**src/rtl/fifo_pkg.sv**
```systemverilog
`default_nettype none
// ============================================================================
// Module      : fifo_pkg
// Description : Shared constants and elaboration-time helpers for the
//               parametrised synchronous FIFO.
// Revision    : 1.0 - initial parametrised release
// ============================================================================
package fifo_pkg;

    localparam int c_default_width = 16;
    localparam int c_default_depth = 8;

    // Smallest n with 2**n >= value; clog2(1) = 0.
    function automatic int clog2(input int value);
        int r;
        r = 0;
        for (int i = 0; i < 31; i++) begin
            if ((1 << i) < value) begin
                r = i + 1;
            end
        end
        return r;
    endfunction

    function automatic bit is_pow2(input int value);
        return (value >= 2) && ((value & (value - 1)) == 0);
    endfunction

    function automatic bit fifo_params_legal(
        input int width,
        input int depth,
        input int af_thresh,
        input int ae_thresh,
        input int fwft
    );
        return (width >= 1) && is_pow2(depth) &&
               (af_thresh >= 1) && (af_thresh <= depth) &&
               (ae_thresh >= 0) && (ae_thresh <= depth - 1) &&
               ((fwft == 0) || (fwft == 1));
    endfunction

endpackage : fifo_pkg
`default_nettype wire

```
**src/rtl/fifo_dp_ram.sv**
```systemverilog
`default_nettype none
// ============================================================================
// Module      : fifo_dp_ram
// Description : Simple dual-port RAM, synchronous write, asynchronous read.
// Revision    : 1.0 - initial parametrised release
// ============================================================================
module fifo_dp_ram
    import fifo_pkg::*;
#(
    parameter int WIDTH = c_default_width,
    parameter int DEPTH = c_default_depth
) (
    input  logic                       clk,
    input  logic                       i_we,
    input  logic [clog2(DEPTH)-1:0]    i_waddr,
    input  logic [WIDTH-1:0]           i_wdata,
    input  logic [clog2(DEPTH)-1:0]    i_raddr,
    output logic [WIDTH-1:0]           o_rdata
);

    // Storage is deliberately left unreset.
    logic [WIDTH-1:0] r_mem [DEPTH];

    always_ff @(posedge clk) begin
        if (i_we) begin
            r_mem[i_waddr] <= i_wdata;
        end
    end

    assign o_rdata = r_mem[i_raddr];

endmodule : fifo_dp_ram
`default_nettype wire

```
**src/rtl/fifo_sync_param.sv**
```systemverilog
`default_nettype none
// ============================================================================
// Module      : fifo_sync_param
// Description : Parametrised single-clock FIFO with standard or FWFT read,
//               occupancy count, threshold flags and sticky error flags.
// Revision    : 1.0 - initial parametrised release
// ============================================================================
module fifo_sync_param
    import fifo_pkg::*;
#(
    parameter int WIDTH     = c_default_width,
    parameter int DEPTH     = c_default_depth,
    parameter int AF_THRESH = DEPTH - 2,
    parameter int AE_THRESH = 1,
    parameter int FWFT      = 0
) (
    input  logic                    clk,
    input  logic                    rst,
    input  logic                    flush,
    input  logic [WIDTH-1:0]        data_in,
    input  logic                    we,
    input  logic                    re,
    output logic [WIDTH-1:0]        data_out,
    output logic                    data_valid,
    output logic                    fifo_full,
    output logic                    fifo_empty,
    output logic                    almost_full,
    output logic                    almost_empty,
    output logic [clog2(DEPTH):0]   count,
    output logic                    overflow,
    output logic                    underflow
);

    localparam int c_addr_w = clog2(DEPTH);
    localparam int c_cnt_w  = c_addr_w + 1;
    localparam logic [c_cnt_w-1:0] c_depth = c_cnt_w'(DEPTH);
    localparam logic [c_cnt_w-1:0] c_af    = c_cnt_w'(AF_THRESH);
    localparam logic [c_cnt_w-1:0] c_ae    = c_cnt_w'(AE_THRESH);

    generate
        if (!fifo_params_legal(WIDTH, DEPTH, AF_THRESH, AE_THRESH, FWFT)) begin : g_param_check
            $error("fifo_sync_param: illegal WIDTH/DEPTH/threshold/FWFT parameter set");
        end
    endgenerate

    logic [c_addr_w-1:0] r_rd_ptr;
    logic [c_addr_w-1:0] r_wr_ptr;
    logic [c_cnt_w-1:0]  r_count;
    logic                r_overflow;
    logic                r_underflow;
    logic                w_rd_ok;
    logic                w_wr_ok;
    logic                w_ram_we;
    logic [WIDTH-1:0]    w_ram_rdata;

    assign fifo_empty   = (r_count == '0);
    assign fifo_full    = (r_count == c_depth);
    assign almost_full  = (r_count >= c_af);
    assign almost_empty = (r_count <= c_ae);
    assign count        = r_count;
    assign overflow     = r_overflow;
    assign underflow    = r_underflow;

    // A full FIFO still takes a write when the head leaves on the same edge.
    assign w_rd_ok  = re && !fifo_empty;
    assign w_wr_ok  = we && (!fifo_full || w_rd_ok);
    assign w_ram_we = w_wr_ok && !rst && !flush;

    fifo_dp_ram #(
        .WIDTH (WIDTH),
        .DEPTH (DEPTH)
    ) u_ram (
        .clk     (clk),
        .i_we    (w_ram_we),
        .i_waddr (r_wr_ptr),
        .i_wdata (data_in),
        .i_raddr (r_rd_ptr),
        .o_rdata (w_ram_rdata)
    );

    always_ff @(posedge clk) begin
        if (rst || flush) begin
            r_rd_ptr    <= '0;
            r_wr_ptr    <= '0;
            r_count     <= '0;
            r_overflow  <= 1'b0;
            r_underflow <= 1'b0;
        end else begin
            if (w_wr_ok) begin
                r_wr_ptr <= r_wr_ptr + c_addr_w'(1);
            end
            if (w_rd_ok) begin
                r_rd_ptr <= r_rd_ptr + c_addr_w'(1);
            end
            case ({w_wr_ok, w_rd_ok})
                2'b10:   r_count <= r_count + c_cnt_w'(1);
                2'b01:   r_count <= r_count - c_cnt_w'(1);
                default: r_count <= r_count;
            endcase
            if (we && !w_wr_ok) begin
                r_overflow <= 1'b1;
            end
            if (re && !w_rd_ok) begin
                r_underflow <= 1'b1;
            end
        end
    end

    generate
        if (FWFT != 0) begin : g_fwft
            assign data_out   = fifo_empty ? '0 : w_ram_rdata;
            assign data_valid = !fifo_empty;
        end else begin : g_std
            logic [WIDTH-1:0] r_data_out;
            logic             r_data_valid;

            // Flush drops the valid strobe but leaves the last word visible.
            always_ff @(posedge clk) begin
                if (rst) begin
                    r_data_out   <= '0;
                    r_data_valid <= 1'b0;
                end else if (flush) begin
                    r_data_valid <= 1'b0;
                end else begin
                    r_data_valid <= w_rd_ok;
                    if (w_rd_ok) begin
                        r_data_out <= w_ram_rdata;
                    end
                end
            end

            assign data_out   = r_data_out;
            assign data_valid = r_data_valid;
        end
    endgenerate

endmodule : fifo_sync_param
`default_nettype wire

```
**config.mk**
```make
export PLATFORM = sky130hd
export DESIGN_NAME = fifo_sync_param
export DESIGN_NICKNAME = d
export VERILOG_FILES = /design/src/rtl/fifo_pkg.sv /design/src/rtl/fifo_dp_ram.sv /design/src/rtl/fifo_sync_param.sv
export SDC_FILE = /design/constraint.sdc
export NUM_CORES = 1
export LEC_CHECK = 0
export CAP_MARGIN = 20
export CORE_MARGIN = 5
export CORE_UTILIZATION = 55
export DETAILED_ROUTE_END_ITERATION = 12
export GPL_TIMING_DRIVEN = 0
export HOLD_SLACK_MARGIN = 0.02
export PLACE_DENSITY = 0.76
export SETUP_SLACK_MARGIN = 0.1
export SLEW_MARGIN = 20
export SYNTH_ARGS = -nofsm -noshare
export SYNTH_HDL_FRONTEND = slang
export SYNTH_SLANG_ARGS = --single-unit
```
**constraint.sdc**
```tcl
create_clock -name clk -period 7.4 [get_ports clk]
set_input_delay 1.48 -clock clk [delete_from_list [all_inputs] [get_ports clk]]
set_output_delay 1.48 -clock clk [all_outputs]
set_load 0.1 [all_outputs]
```
==> results.sh <==
export IMPL_start_util_pct=55.9
export IMPL_relSlewSlack_pct=33.0
export IMPL_fin_crit_sh_pct=58.6
export IMPL_arrival_ns=2.85
export IMPL_worstHoldStart="data_out[7]$_SDFFE_PP0P_"
export IMPL_worstSetupPathType="reg2out"
export IMPL_path_max_fanout=7
export IMPL_die_w_um=115
export IMPL_nFillCells=698
export IMPL_syn_area_mm2=0.00606
export IMPL_drv_slew=0
export IMPL_io_buffers=47
export IMPL_syn_to_final_growth_pct=23.1
export IMPL_crit_slowest_cell="clkdlybuf4s50_1"
export IMPL_cts_tree="yes"
export IMPL_fin_util_pct=68.8
export IMPL_path_depth=4
export IMPL_synth_edff_count=128
export IMPL_vias=3242
export IMPL_reg2regPathDepth=8
export IMPL_via_per_inst=5.89
export IMPL_insertion_delay_ns=0.52
export IMPL_clkTransAtPathRegs_ns=0.06
export IMPL_setup_worst_path_start_class="register"
export IMPL_min_path_type="reg2reg"
export IMPL_rsz0062_at_grt="false"
export IMPL_root_buffer="clkbuf_8"
export IMPL_coreArea_mm2=0.0108
export IMPL_final_antenna_net_count=0
export IMPL_p_leak_nw=2.40
export IMPL_yosys_most_used_dff="edfxtp_1"
export IMPL_ctsHoldBuffers=0
export IMPL_drtIter0Drc=213
export IMPL_path_cells="inv_1 > ha_1 > nor3b_4 > clkdlybuf4s50_1"
export IMPL_fin_crit_ns=4.33
export IMPL_cts_resized=0
export IMPL_cts_sinks=157
export IMPL_dp_hpwl_um=7770
export IMPL_cts_path_max_buffers=2
export IMPL_yosys_register_bits=157
export IMPL_avgSynthCellArea_um2=18.9
export IMPL_grt_pass1_vias=3348
export IMPL_reg2reg_from="count[0]$_SDFFE_PP0P_"
export IMPL_antenna_found_initial=0
export IMPL_worst_path_largest_cell_delay_ns=1.21
export IMPL_diodes=0
export IMPL_synthCells=321
export IMPL_hold_viol_final=0
export IMPL_critPathCaptureType="output pin"
export IMPL_nets=425
export IMPL_io_pins=48
export IMPL_hold_depth=1
export IMPL_setup_viol=0
export IMPL_cp_buffers_inverters=2
export IMPL_synth_top_area_share_pct=63.4
export IMPL_crit_family="buffers and inverters"
export IMPL_power_density_mw_per_mm2=264
export IMPL_crit_start="count[0]$_SDFFE_PP0P_"
export IMPL_grt_pass1_wl_um=19300
export IMPL_drive_gt1_share_pct=23.4
export IMPL_fin_skew_ns=0.0106
export IMPL_cts_htree_levels=4
export IMPL_setup_tns_ns=0
export IMPL_synth_nets=349
export IMPL_holdPathEnd="data_out[7]$_SDFFE_PP0P_"
export IMPL_maxCapViolCount=0
export IMPL_grt_max_degree=17
export IMPL_async_flop_share_pct=0
export IMPL_drt_first_pass_iters=7
export IMPL_die_area_mm2=0.0132
export IMPL_grt_overflow_total=0
export IMPL_grt_use_total_pct=20.5
export IMPL_status="complete, no violations"
export IMPL_rows=38
export IMPL_drc=0
export IMPL_die_h_um=115
export IMPL_yosysWarnings=0
export IMPL_worstMarginPinSlew_ns=1.00
export IMPL_wirelength_um=12400
export IMPL_synthTopCellsByArea="edfxtp_1 63%, mux4_2 12%, dfxtp_1 9.6%, o2bb2ai_1 2.3%, nor2b_1 1.7%"
export IMPL_ys_types=36
export IMPL_place_gp_congestion=0.745
export IMPL_p_total_mw=1.97
export IMPL_cts_setup_buffers=0
export IMPL_yosysSeqAreaShare_pct=73.0
export IMPL_r2r_slack_ns=4.69
export IMPL_fmax_mhz=231
export IMPL_peakVddDrop_v=0.000148
export IMPL_wl_per_cell_um=22.5
export IMPL_yosys_area_top_type="edfxtp_1"
export IMPL_cts_buffers=17
export IMPL_reg2reg_to="u_ram.r_mem[0][14]$_DFFE_PP_"
export IMPL_worstPathRequired_ns=5.92
where the power goes:
part | switching, mW | internal, mW | total (mW)
clock network | 0.319 | 0.551 | 0.870
registers | 0.00572 | 0.963 | 0.969
logic | 0.0862 | 0.0432 | 0.129
total | 0.411 | 1.56 | 1.97
cells by family after synthesis:
group           synth area share [%]
fa+ha+maj                       1.45
simple gates                    5.58
mux                             12.4
flops                           73.0
buf+inv                         1.82
xor+xnor                        1.01
compound gates                  4.73
worst max-delay path by stage:
stage,endpoint,slack (ns)
finish,fifo_empty,3.07
global route,fifo_empty,2.99
floorplan,almost_empty,2.55
detailed placement,u_ram.r_mem[0][11]$_DFFE_PP_,3.45
global placement,u_ram.r_mem[0][13]$_DFFE_PP_,2.05
CTS,fifo_empty,3.03
per-layer routing:
layer  wire [um]  share of wire (%)  GRT usage [%]  up-vias
li1            -                  -              -     1425
met1        4890                 39           26.5     1675
met2        6600                 53           34.3      126
met3         742                6.0           5.58       16
met4         159                1.3           6.10        0
met5           0                  0              0        -
area by class of cell:
cell class / count / area (um2) / share of cell area [%]
sequential: 157 / 4420 / 59.3
tap: 140 / 175 / 2.35
clock inverter: 6 / 111 / 1.49
multi-input combinational: 144 / 1550 / 20.8
buffer: 15 / 91.3 / 1.23
inverter: 5 / 18.8 / 0.252
clock buffer: 26 / 488 / 6.54
timing repair buffer: 57 / 598 / 8.02
sequential cells by signal, indices dropped and copies added (netlist names):
name,count
data_out,16
overflow,1
r_rd_ptr,3
count,4
u_ram.r_mem,128
r_wr_ptr,3
data_valid,1
underflow,1
synth_stat cells, types with 5 or more instances:
cell type,number
mux4_2,32
nor2b_1,16
o2bb2ai_1,16
edfxtp_1,128
dfxtp_1,29
inv_1,5
ha_1,7
clkbuf_1,5
o21ai_0,18
nor2_1,19
through the flow:
step / instances / hold WS [ns] / setup slack [ns] / cell area [um2]
2_1_floorplan: 321 / 0.522 / 2.55 / 6060
3_3_place_gp: 508 / 0.445 / 2.05 / 6700
3_5_place_dp: 518 / 0.454 / 3.45 / 6860
4_1_cts: 550 / 0.472 / 3.03 / 7460
5_1_grt: 550 / 0.494 / 2.99 / 7460
6_report: 550 / 0.466 / 3.07 / 7460
placed cells by master, fill, tap and decap left out, types with 5 or more instances in the layout:
| cell type | n |
|---|---|
| dfxtp_1 | 29 |
| o21ai_0 | 18 |
| o2bb2ai_1 | 16 |
| clkbuf_8 | 5 |
| clkbuf_1 | 10 |
| edfxtp_1 | 128 |
| mux4_2 | 32 |
| buf_6 | 8 |
| nor2_1 | 13 |
| nor2_2 | 6 |
| ha_1 | 7 |
| clkbuf_16 | 16 |
| inv_1 | 5 |
| clkdlybuf4s50_1 | 47 |
| nor2b_1 | 16 |
(Power assumes the default switching activity.)
